[src/rtl/spi_msg_regfile.sv]
// Byte-to-register message layer for an SPI slave: command decode, RW/RO register access, bursts, snapshots.
// Optional status byte after each command enabled by defining SPI_MSG_STATUS_EN.
module spi_msg_regfile #(
    parameter int               REG_W   = 32,
    parameter int               NR_RW   = 4,
    parameter int               NR_RO   = 12,
    parameter logic [REG_W-1:0] RW_INIT = '0
) (
    input  logic                   sysClk,
    input  logic                   usrReset_n,
    input  logic                   frameAct,
    input  logic                   rxValid,
    input  logic [7:0]             rx,
    output logic [7:0]             tx,
    input  logic [NR_RO*REG_W-1:0] roRegs1D,
    output logic [NR_RW*REG_W-1:0] rwRegs1D,
    output logic                   wrStrobe,
    output logic [6:0]             wrAddr,
    output logic                   errAddr
);

    localparam int         NB      = REG_W / 8;
    localparam logic [2:0] BC_LAST = 3'(NB - 1);
    localparam logic [7:0] RW_LIM  = 8'(NR_RW);
    localparam logic [7:0] TOT_LIM = 8'(NR_RW + NR_RO);

    typedef enum logic {
        ST_CMD,
        ST_DATA
    } state_t;

    state_t                   state_q, state_d;
    logic                     dir_wr_q, dir_wr_d;
    logic [6:0]               addr_q, addr_d;
    logic [2:0]               bc_q, bc_d;
    logic [REG_W-1:0]         acc_q, acc_d;
    logic [REG_W-1:0]         txs_q, txs_d;
    logic [NR_RW*REG_W-1:0]   rw_q, rw_d;
    logic                     wr_strobe_q, wr_strobe_d;
    logic [6:0]               wr_addr_q, wr_addr_d;
    logic                     err_q, err_d;
    logic                     in_status;

    logic [6:0]               snap_addr;
    logic [REG_W-1:0]         snap_data;
    logic                     snap_oob;
    logic [REG_W+7:0]         acc_cat;
    logic [REG_W+7:0]         txs_cat;
    logic [REG_W-1:0]         acc_next;
    logic [REG_W-1:0]         txs_next;
    logic                     addr_in_rw;
    logic                     addr_oob;

    // The register to snapshot is the new command address or the next one in the burst.
    assign snap_addr  = (state_q == ST_CMD) ? rx[6:0] : addr_q + 7'd1;
    assign acc_cat    = {acc_q, rx};
    assign acc_next   = acc_cat[REG_W-1:0];
    assign txs_cat    = {txs_q, 8'h00};
    assign txs_next   = txs_cat[REG_W-1:0];
    assign addr_in_rw = ({1'b0, addr_q} < RW_LIM);
    assign addr_oob   = ({1'b0, addr_q} >= TOT_LIM);

    always_comb begin
        snap_data = '0;
        for (int k = 0; k < NR_RW; k++) begin
            if (snap_addr == 7'(k)) snap_data = rw_q[REG_W*k +: REG_W];
        end
        for (int k = 0; k < NR_RO; k++) begin
            if (snap_addr == 7'(NR_RW + k)) snap_data = roRegs1D[REG_W*k +: REG_W];
        end
        snap_oob = ({1'b0, snap_addr} >= TOT_LIM);
    end

    always_comb begin
        // NOTE: every _d gets its hold value first so no path through this block can infer a latch.
        state_d     = state_q;
        dir_wr_d    = dir_wr_q;
        addr_d      = addr_q;
        bc_d        = bc_q;
        acc_d       = acc_q;
        txs_d       = txs_q;
        rw_d        = rw_q;
        wr_strobe_d = 1'b0;
        wr_addr_d   = wr_addr_q;
        err_d       = err_q;

        if (!frameAct) begin
            // Frame end wins over a coincident byte; partial registers are dropped here.
            state_d = ST_CMD;
            bc_d    = '0;
            acc_d   = '0;
            txs_d   = '0;
        end else if (rxValid) begin
            unique case (state_q)
                ST_CMD: begin
                    dir_wr_d = rx[7];
                    addr_d   = rx[6:0];
                    bc_d     = '0;
                    acc_d    = '0;
                    state_d  = ST_DATA;
                    if (!rx[7]) begin
                        txs_d = snap_data;
                        if (snap_oob) err_d = 1'b1;
                    end else begin
                        txs_d = '0;
                    end
                end
                ST_DATA: begin
                    if (!in_status) begin
                        if (dir_wr_q) begin
                            acc_d = acc_next;
                            if (bc_q == BC_LAST) begin
                                acc_d = '0;
                                if (addr_q == 7'h7F) begin
                                    err_d = 1'b0;
                                end else if (addr_in_rw) begin
                                    for (int k = 0; k < NR_RW; k++) begin
                                        if (addr_q == 7'(k)) rw_d[REG_W*k +: REG_W] = acc_next;
                                    end
                                    wr_strobe_d = 1'b1;
                                    wr_addr_d   = addr_q;
                                end else if (addr_oob) begin
                                    err_d = 1'b1;
                                end
                            end
                        end else begin
                            txs_d = txs_next;
                            if (bc_q == BC_LAST) begin
                                txs_d = snap_data;
                                if (snap_oob) err_d = 1'b1;
                            end
                        end
                        if (bc_q == BC_LAST) begin
                            bc_d   = '0;
                            addr_d = addr_q + 7'd1;
                        end else begin
                            bc_d = bc_q + 3'd1;
                        end
                    end
                end
                default: state_d = ST_CMD;
            endcase
        end
    end

    // NOTE: sequential state uses non-blocking assignments only; the register file is small and is reset like any other flop.
    always_ff @(posedge sysClk or negedge usrReset_n) begin
        if (!usrReset_n) begin
            state_q     <= ST_CMD;
            dir_wr_q    <= 1'b0;
            addr_q      <= '0;
            bc_q        <= '0;
            acc_q       <= '0;
            txs_q       <= '0;
            rw_q        <= {NR_RW{RW_INIT}};
            wr_strobe_q <= 1'b0;
            wr_addr_q   <= '0;
            err_q       <= 1'b0;
        end else begin
            state_q     <= state_d;
            dir_wr_q    <= dir_wr_d;
            addr_q      <= addr_d;
            bc_q        <= bc_d;
            acc_q       <= acc_d;
            txs_q       <= txs_d;
            rw_q        <= rw_d;
            wr_strobe_q <= wr_strobe_d;
            wr_addr_q   <= wr_addr_d;
            err_q       <= err_d;
        end
    end

`ifdef SPI_MSG_STATUS_EN
    logic       stat_pend_q, stat_pend_d;
    logic [7:0] stat_byte_q, stat_byte_d;
    logic [6:0] wr_cnt_q, wr_cnt_d;

    always_comb begin
        stat_pend_d = stat_pend_q;
        stat_byte_d = stat_byte_q;
        wr_cnt_d    = wr_cnt_q + {6'd0, wr_strobe_d};
        if (!frameAct) begin
            stat_pend_d = 1'b0;
        end else if (rxValid) begin
            if (state_q == ST_CMD) begin
                stat_pend_d = 1'b1;
                stat_byte_d = {err_d, wr_cnt_q};
            end else begin
                stat_pend_d = 1'b0;
            end
        end
    end

    always_ff @(posedge sysClk or negedge usrReset_n) begin
        if (!usrReset_n) begin
            stat_pend_q <= 1'b0;
            stat_byte_q <= '0;
            wr_cnt_q    <= '0;
        end else begin
            stat_pend_q <= stat_pend_d;
            stat_byte_q <= stat_byte_d;
            wr_cnt_q    <= wr_cnt_d;
        end
    end

    // The slot right after the command carries status; data follows one byte later.
    assign in_status = stat_pend_q;
    assign tx        = stat_pend_q ? stat_byte_q : txs_q[REG_W-1 -: 8];
`else
    assign in_status = 1'b0;
    assign tx        = txs_q[REG_W-1 -: 8];
`endif

    assign rwRegs1D = rw_q;
    assign wrStrobe = wr_strobe_q;
    assign wrAddr   = wr_addr_q;
    assign errAddr  = err_q;

endmodule
[config.mk]
export PLATFORM = sky130hd
export DESIGN_NAME = spi_msg_regfile
export DESIGN_NICKNAME = d
export VERILOG_FILES = /design/src/rtl/spi_msg_regfile.sv
export SDC_FILE = /design/constraint.sdc
export NUM_CORES = 1
export LEC_CHECK = 0
export ABC_AREA = 1
export BUFFER_PORTS_ARGS = -buffer_cell sky130_fd_sc_hd__buf_4
export CORE_AREA = 2 2 209 211
export DETAILED_ROUTE_END_ITERATION = 8
export DIE_AREA = 0 0 211 213
export SYNTH_ARGS = -nofsm -noshare
export SYNTH_HDL_FRONTEND = slang
export SYNTH_SLANG_ARGS = --single-unit
[constraint.sdc]
create_clock -name sysClk -period 2.7 [get_ports sysClk]
set_clock_uncertainty 0.2 [all_clocks]
set_input_delay 0.405 -clock sysClk [delete_from_list [all_inputs] [get_ports sysClk]]
set_output_delay 0.405 -clock sysClk [all_outputs]
set_load 0.03 [all_outputs]
# Word-level counts from Yosys, hierarchy flattened
# Index checks and enable logic that the tools add are counted.
[word_totals] regBits=205 word_cells=111 out_inout_bits=145
[classes] add_sub_neg=2 order_cmp=3 mux=52 n_eq_ne=27 n_reduce_logical=12 n_bitwise=2
[op_table] op="32-bit 2-to-1 mux" count=21
[op_table] op="24-bit 2-to-1 mux" count=4
[op_table] op="32-bit case mux with 2 select lines" count=1
[op_table] op="7-bit by 4-bit == test with 1-bit output, second input constant" count=8
[op_table] op="24-bit case mux with 2 select lines" count=1
[op_table] op="8-bit AND reduction" count=4
[op_table] op="7-bit by 2-bit == test with 1-bit output, second input constant" count=4
[op_table] op="7-bit by 3-bit == test with 1-bit output, second input constant" count=4
[op_table] op="1-bit 2-to-1 mux" count=17
[op_table] op="7-bit by 1-bit == test with 1-bit output, second input constant" count=2
[op_table] op="7-bit by 5-bit >= comparator with 1-bit output, second input constant" count=2
[op_table] op="7-bit logical NOT" count=2
[op_table] op="7-bit 2-to-1 mux" count=2
[op_table] op="7-bit case mux with 2 select lines" count=1
[op_table] op="3-bit 2-to-1 mux" count=3
[op_table] op="7-bit by 1-bit adder with 7-bit output, second input constant" count=1
[op_table] op="7-bit == test, second input constant" count=1
[op_table] op="7-bit by 3-bit less-than comparator with 1-bit output, second input constant" count=1
[op_table] op="7-bit AND reduction" count=1
[op_table] op="3-bit case mux with 2 select lines" count=1
[op_table] op="3-bit AND reduction" count=2
[op_table] op="6-bit AND reduction" count=1
[op_table] op="2-bit by 1-bit inequality test with 1-bit output, second input constant" count=2
[op_table] op="4-bit by 2-bit inequality test with 1-bit output, second input constant" count=1
[op_table] op="other kinds (9)" count=11

# Logic depth before layout (Yosys ltp)
# Gate-level depths: netlist (run 1).
[logic_depth] ltp_word=24 ltp_mapped=22 ltp_nobuf=21

# Least setup slack after synthesis (run 1)
# Ideal clock, no wire load.
[synth_path] path_kind="flip-flop to flip-flop" startpoint="reg addr_q[0]" endpoint="reg txs_q[0]" t_required_ns=2.379 path_stages_with_launch=20 n_path_buf=2 slack_ns=0.020 arrival_ns=2.359 setup_time_ns=0.121 path_cell_list="dfrtp_1 inv_2 ha_1 or2_1 o21ai_2 inv_2 nand2_2 nor2_1 nand2_1 inv_2 buf_2 buf_2 nand2_1 nand4_1 nor2_1 nand4_1 nor2_1 nand2_1 o21bai_1 nand2_1"
[synth_via] elab_chain_cells=24 word_cells_on_any_way=40 cone_classes="1 x add/sub; 15 x eq/ne; 23 x mux; 1 x reduce/logical"
[synth_lines] item="start, declared" line_no="34" rtl="logic [6:0] addr_q, addr_d;"
[synth_lines] item="start signal, assigned" line_no="162" rtl="addr_q <= addr_d;"
[synth_lines] item="7-bit by 1-bit adder with 7-bit output (*)" line_no="55" rtl="assign snap_addr = (state_q == ST_CMD) ? rx[6:0] : addr_q + 7'd1;"
[synth_lines] item="7-bit 2-to-1 mux (*)" line_no="55"
[synth_lines] item="7-bit logical NOT" line_no="66" rtl="if (snap_addr == 7'(k)) snap_data = rw_q[REG_W*k +: REG_W];"
[synth_lines] item="32-bit 2-to-1 mux (4 in series)" line_no="66"
[synth_lines] item="32-bit 2-to-1 mux (11 in series)" line_no="69" rtl="if (snap_addr == 7'(NR_RW + k)) snap_data = roRegs1D[REG_W*k +: REG_W];"
[synth_lines] item="32-bit 2-to-1 mux (*)" line_no="69"
[synth_lines] item="32-bit 2-to-1 mux" line_no="128" rtl="if (bc_q == BC_LAST) begin"
[synth_lines] item="32-bit 2-to-1 mux" line_no="110" rtl="if (dir_wr_q) begin"
[synth_lines] item="32-bit case mux with 2 select lines (*)" line_no="94" rtl="unique case (state_q)"
[synth_lines] item="32-bit 2-to-1 mux (*)" line_no="93" rtl="end else if (rxValid) begin"
[synth_lines] item="32-bit 2-to-1 mux (*)" line_no="87" rtl="if (!frameAct) begin"
[synth_lines] item="end signal, assigned" line_no="165" rtl="txs_q <= txs_d;"
[synth_lines] item="end, declared" line_no="37" rtl="logic [REG_W-1:0] txs_q, txs_d;"
# Mark *: on every way between the ends. The rest lies on a longest branch, timed or not. The select of a mux whose other input is x is not followed.
# A chain may end at the register's enable or synchronous reset.

# Final worst setup path (run 1)
[layout_path] startpoint="reg addr_q[0]" endpoint="reg txs_q[14]"
# The elaborated chain is that of the path after synthesis.

==> run_results.csv, run 1 <==
group,metric,value,unit
power,leakage,12.67,nW
clock_network,cts_tree,"yes",
final_layout,areaGrowthSynthToFinish,67.99,%
grt,grt_antenna_before_repair,4,
grt,grt_pass1_wl,99900,um
detailed_routing,postRouteAntennaNets,0,
detailed_routing,dr.pass1.iters,6,
logic_synthesis,synth_area_per_cell,6.405,um2
sta,finalCritPeriodShare,1.220,
logic_synthesis,ys_seq_area_frac,0.3862,
sta,final.setup.tns,-25980,ps
logic_synthesis,ys.flop_type,"dfrtp_1",
final_layout,post-route-util,0.5227,
grt,grt_pass1_vias,16089,
floorplan,fp.dieH,213,um
logic_synthesis,yosysWarnings,0,
logic_synthesis,synth.distinct_cells,35,
sta,setup_viol,64,
logic_synthesis,synth-edff-count,0,
final_layout,fillers,4197,
job,maxCapViolations,0,
logic_synthesis,yosys_register_bits,205,
worst_setup_path,worstSetupPathType,"flip-flop to flip-flop",
floorplan,start_util,0.3111,
clock_network,cts_buffers,25,
worst_setup_path,endpoint_kind,"flip-flop",
power,p_total,9.202,mW
sta,drv_slew,0,
hold_path,hold_path_class,"input port to flip-flop",
worst_setup_path,cpMostUsedCell,"nand4_1",
power,vdd_drop_max,354.2,uV
placement,gp_congestion,1.009,
worst_setup_path,crit_fanout,7,
clock_network,cts.sinks,205,
detailed_routing,drtIter0Drc,1355,
final_layout,drive_gt1_frac,0.3945,
worst_setup_path,worstPathRequired,2940,ps
clock_network,htree_levels,1,
worst_setup_path,cpMaxStageDelayCell,"dfrtp_2",
placement,port-buffer-count,540,
sta,tightest_slew,551.7,ps
worst_setup_path,crit_arrival,3530,ps
clock_network,insertion_delay,560,ps
worst_setup_path,max_stage_delay,470,ps
sta,hold_violations,0,
floorplan,fp-row-count,76,
placement,dp_cells,3224,
placement,preCtsSetupSlack,-768.7,ps
floorplan,core,42700,um2
final_layout,fin_area,22320,um2
floorplan,ios,541,
clock_network,path_clk_slew,60,ps
run_status,outcome,"complete, but fails checks",
sta,setup_slack,-594.2,ps
clock_network,cts_root_buf,"clkbuf_16",
grt,globalRouteOverflowTotal,0,
placement,place_hpwl,54750,um
placement,place_area,19100,um2
sta,hold_slack,2.303,ps
grt,grt_max_degree,65,
sta,rsz0062_at_grt,"yes",
floorplan,fp.dieW,211,um
final_layout,finalNonFillerCells,3373,
final_layout,nets,3208,
detailed_routing,routedWlPerCell,21.56,um
worst_setup_path,crit_chain,"inv_2 -> ha_4 -> or2_4 -> o21ai_4 -> inv_2 -> nand2_4 -> nor2_4 -> buf_6 -> buf_6 -> nand3_4 -> nand3_2 -> nor2_1 -> nand4_1 -> nor2_2 -> nand4_1 -> nor2_1 -> nand4_1 -> nand2_1 -> a21oi_1",
worst_setup_path,crit_path_start_kind,"flip-flop",
logic_synthesis,async_flop_share,1.000,
logic_synthesis,synth_cells,2074,
final_layout,seqCellArea,5135,um2
floorplan,die_area,44940,um2
detailed_routing,vias,16848,
detailed_routing,vias_per_cell,4.995,
power,p_per_area,412.3,nW/um2
run_status,violations,"negative setup slack",
final_layout,multiInputGateArea,7153,um2
detailed_routing,totalWireLength,72730,um
grt,track_usage,0.2992,
logic_synthesis,syn_area,13280,um2
sta,clock.fmax,303.6,MHz
detailed_routing,drc,0,
sta,relSlewSlack,0.6322,
sta,period_needed,3294,ps
clock_network,clockBufferDepth,3,
logic_synthesis,syn-num-nets,2476,
power breakdown:
part           internal, mW  switching (mW)
Combinational          1.20            1.24
Clock                  2.05            1.45
Sequential             3.17          0.0985
area by class of cell:
type,count,area share
diodes,3,0.0003364
clock buffers,38,0.03426
clock inverters,7,0.003364
inverters,418,0.07233
multi-input cells,1348,0.3205
flip-flops and latches,205,0.2301
well taps,546,0.03061
repair buffers,808,0.3085
layer usage:
layer / up-vias / global-route usage / part of all wire
li1: 7859 / - / -
met1: 8051 / 0.3943 / 0.41
met2: 790 / 0.5027 / 0.47
met3: 146 / 0.04957 / 0.078
met4: 2 / 0.09203 / 0.037
met5: - / 0 / 0.00018
synth_stat cells, types with 2 or more instances:
master,count,area (um2)
a21oi_1,159,795.8
buf_2,31,155.2
buf_4,17,127.6
clkbuf_1,54,202.7
dfrtp_1,205,5130
ha_1,6,75.07
inv_1,405,1520
inv_2,12,45.04
nand2_1,482,1809
nand2_2,6,37.54
nand3_1,131,655.6
nand3_2,4,40.04
nand4_1,86,538.0
nor2_1,317,1190
nor2_2,3,18.77
nor2_4,4,45.04
nor3_1,3,15.01
o21ai_0,75,375.4
o21ai_1,2,10.01
o21ai_2,2,17.52
o21bai_1,6,45.04
o22ai_1,25,156.4
or2_0,7,43.79
or2_1,5,31.28
or2_2,17,106.4
kinds of logic (layout without fill, tap and decap cells):
| kind of cell | after synthesis | count (layout) | share of synthesized area |
|---|---|---|---|
| AND/OR/NAND/NOR | 1068 | 1068 | 0.3441 |
| buffers and inverters | 521 | 1271 | 0.1557 |
| AO/OA/AOI/OAI | 274 | 274 | 0.1084 |
| flip-flops | 205 | 205 | 0.3862 |
| adder cells (fa/ha/maj) | 6 | 6 | 0.005651 |
| other | 0 | 3 | 0 |
worst max-delay path: cells and delay by family, from the launching register on:
| kind | cells | cell delay, ps |
|---|---|---|
| fa+ha+maj | 1 | 200 |
| compound gates | 2 | 150 |
| simple gates | 12 | 1670 |
| buf+inv | 4 | 470 |
| flops | 1 | 470 |
state kept, by name, indices dropped and copies added (netlist names), 3 cells and up:
register / count
rwRegs1D: 128
bc_q: 3
txs_q: 32
addr_q: 7
acc_q: 24
wrAddr: 7
final timing paths:
| kind | start | end | slack [ps] | cells after the start |
|---|---|---|---|---|
| setup / recovery | addr_q[0] | txs_q[14] | -590 | 19 |
| hold reg to reg | txs_q[0] | txs_q[0] | 290 | 2 |
| max in group asynchronous | usrReset_n | txs_q[25] | 1350 | 3 |
| min in group asynchronous | usrReset_n | rwRegs1D[7] | 190 | 2 |
| hold / removal | roRegs1D[354] | txs_q[2] | 2 | 5 |
| setup reg to reg | addr_q[0] | txs_q[14] | -590 | 19 |
placed cells by master, fill, tap and decap left out, types with 3 or more instances in the layout:
cell / instances
a21oi_1: 131
a21oi_2: 28
buf_12: 30
buf_16: 4
buf_4: 702
buf_6: 39
buf_8: 8
clkbuf_1: 4
clkbuf_16: 31
clkbuf_8: 10
clkinv_2: 5
dfrtp_1: 201
dfrtp_2: 4
diode_2: 3
dlygate4sd3_1: 18
ha_1: 3
inv_1: 398
inv_2: 12
inv_4: 3
nand2_1: 445
nand2_2: 36
nand2_4: 7
nand3_1: 55
nand3_2: 66
nand3_4: 14
nand4_1: 86
nor2_1: 250
nor2_2: 56
nor2_4: 18
o21ai_0: 74
o21bai_1: 4
o22ai_1: 24
or2_0: 7
or2_2: 17
or2_4: 3
timing repair:
| item | CTS | global route |
|---|---|---|
| pin swaps | 71 | 152 |
| gates resized for setup | 162 | 186 |
| setup buffers | 49 | 30 |
| cloned | 3 | 9 |
| hold buffers | 18 | 0 |
| setup endpoints to repair | 32 | 64 |
| hold endpoints to repair | 64 | 0 |
No activity file was read; power rests on OpenSTA's default activity.
==> inputs of run 2 (changes only) <==
Settings changed: CTS_BUF_LIST set to sky130_fd_sc_hd__clkbuf_8.
==> run 2 against run 1 <==
- the run still ends with negative setup slack left
- sequential power about the same
- die area unchanged
- via count grew 1.8%
- combinational power increased by 6%
- clock-buffer cell count rose by 10
- worst hold slack improved by 10 ps
- cell area increased by 2.8%
- critical path type unchanged
- routed wire length increased by 2.1%
==> run_results.csv, run 2 (same netlist as run 1, synthesis figures left out) <==
group,metric,value,unit
sta,clock.fmax,303.3,MHz
sta,hold_slack,12.72,ps
power,switching_share,0.3250,
grt,grt_pass1_wl,101200,um
grt,met2_usage,0.5078,
worst_setup_path,crit_fanout,6,
placement,port-buffer-count,540,
floorplan,core,42700,um2
worst_setup_path,reg2reg_depth,19,
sta,relSlewSlack,0.6349,
job,maxCapViolations,0,
detailed_routing,totalWireLength,74270,um
worst_setup_path,rr_startpoint,"addr_q[0]",
final_layout,nets,3255,
worst_setup_path,crit_path_start_kind,"flip-flop",
power,power_switching,2.905,mW
hold_path,hold-path-cell-count,7,
power,p_per_area,389.5,nW/um2
grt,globalRouteOverflowTotal,0,
grt,top_usage_layer,"met2",
detailed_routing,routedWlPerCell,21.68,um
final_layout,final_common_cell,"buf_4",
final_layout,areaGrowthSynthToFinish,72.74,%
clock_network,cts_buffers,40,
hold_path,worstHoldEndpoint,"txs_q[2]",
worst_setup_path,crit_arrival,3580,ps
hold_path,worstHoldStart,"roRegs1D[130]",
final_layout,largest_reg_flops,128,
grt,grt_use_met1,0.3963,
power,leakage,12.91,nW
power,pwr-share-comb,0.288,
worst_setup_path,endpoint_kind,"flip-flop",
detailed_routing,dr.pass1.iters,5,
clock_network,cts.sinks,205,
clock_network,cts_root_buf,"clkbuf_8",
floorplan,start_util,0.3111,
placement,gp_congestion,1.009,
placement,place_area,19100,um2
worst_setup_path,r2r_setup_slack,-600,ps
floorplan,die_area,44940,um2
final_layout,final_cell_mix,"buf_4 (687), nand2_1 (425), inv_1 (409), nor2_1 (249), dfrtp_1 (202)",
detailed_routing,postRouteAntennaNets,0,
floorplan,fp-row-count,76,
power,p_int,6.034,mW
run_status,violations,"negative setup slack",
final_layout,drive_gt1_frac,0.4004,
grt,track_usage,0.3033,
power,clkPwrFrac,0.346,
sta,tightest_slew,547.6,ps
placement,place_hpwl,54750,um
power,vdd_drop_max,309.5,uV
power,sequentialPowerShare,0.366,
detailed_routing,vias_per_cell,5.007,
sta,drv_slew,0,
hold_path,hold_path_class,"input port to flip-flop",
worst_setup_path,worstPathRequired,2980,ps
run_status,outcome,"complete, but fails checks",
clock_network,insertion_delay,620,ps
grt,met3_usage,0.05545,
grt,grt_max_degree,65,
placement,preCtsSetupSlack,-768.7,ps
sta,finalCritPeriodShare,1.221,
floorplan,fp.dieH,213,um
sta,period_needed,3297,ps
detailed_routing,drtIter0Drc,1487,
sta,setup_slack,-597.4,ps
worst_setup_path,worstSetupPathType,"flip-flop to flip-flop",
sta,setup_viol,32,
clock_network,path_clk_slew,60,ps
clock_network,cts_tree,"yes",
power,p_total,8.938,mW
grt,grt_pass1_vias,16254,
clock_network,clockBufferDepth,3,
clock_network,htree_levels,2,
worst_setup_path,reg2reg_to,"txs_q[14]",
final_layout,fin_area,22950,um2
detailed_routing,drc,0,
detailed_routing,vias,17153,
sta,rsz0062_at_grt,"yes",
grt,grt_antenna_before_repair,3,
worst_setup_path,crit_path_start,"addr_q[0]",
floorplan,fp.dieW,211,um
sta,final.setup.tns,-11910,ps
sta,hold_violations,0,
floorplan,ios,541,
## run 2: changes by cell type in the layout (fill, tap and decap cells not counted), sizes merged
cell	delta
clkinvlp	+1
bufinv	-1
nor2	+1
inv	+11
dlygate4sd3	+30
buf	-2
clkbuf	+13
## run 2: worst max-delay path by stage
stage                     end  slack (ps)
detailed placement  txs_q[28]        -770
finish              txs_q[14]        -600
global placement    txs_q[28]        -720
CTS                 txs_q[19]        -460
floorplan            txs_q[0]          20
global route        txs_q[14]        -680
## run 2: per-layer routing
metal / part of all wire / wire length [um]
met5: 0.00019 / 14
met4: 0.031 / 2278
met3: 0.078 / 5792
met2: 0.48 / 35930
met1: 0.41 / 30260
## run 2: worst max-delay path: stages (launching register included)
cell,delay [ps]
dfrtp_2,480
inv_2,100
ha_4,190
or2_4,230
o21ai_4,90
inv_2,90
nand2_4,100
nor2_4,70
buf_6,140
buf_12,130
nand3_4,70
nand3_2,70
nor2_1,120
nand4_1,290
nor2_2,220
nand4_1,190
nor2_1,140
nand4_1,90
nand2_1,90
a21oi_1,60
## run 2: per-stage QoR
step,instances,utilization
after floorplan,2074,-
after global placement,3224,0.4473
after detailed placement,3224,0.4473
after CTS,3385,0.5027
after global routing,3425,0.5374
final,3426,0.5375
## run 2: what timing repair did
| item | 4_1_cts | 5_1_grt |
|---|---|---|
| pin swaps | 83 | 159 |
| buffers inserted | 48 | 41 |
| gates cloned | 4 | 12 |
| hold buffers | 48 | 0 |
| setup endpoints to repair | 32 | 64 |
| resized for setup | 180 | 246 |
| endpoints found under the hold margin | 82 | 0 |
## run 2: final cells by class
cell class / instances / area (um2)
multi-input cells: 1349 / 7443
inverters: 418 / 1618
well taps: 546 / 683.2
flip-flops and latches: 205 / 5134
clock inverters: 18 / 90.09
fillers: 4132 / 19750
diodes: 3 / 7.507
clock buffers: 48 / 660.6
repair buffers: 839 / 7311
## run 2: power groups by stage
stage                     combinational, mW  sequential (mW)  clock [mW]
final                                  2.58             3.27        3.09
after global routing                   2.73             3.28        3.28
after CTS                              2.25             3.26        3.13
after detailed placement               1.90             3.30           0
after global placement                 1.88             3.31           0
after floorplan                       0.766             3.28           0
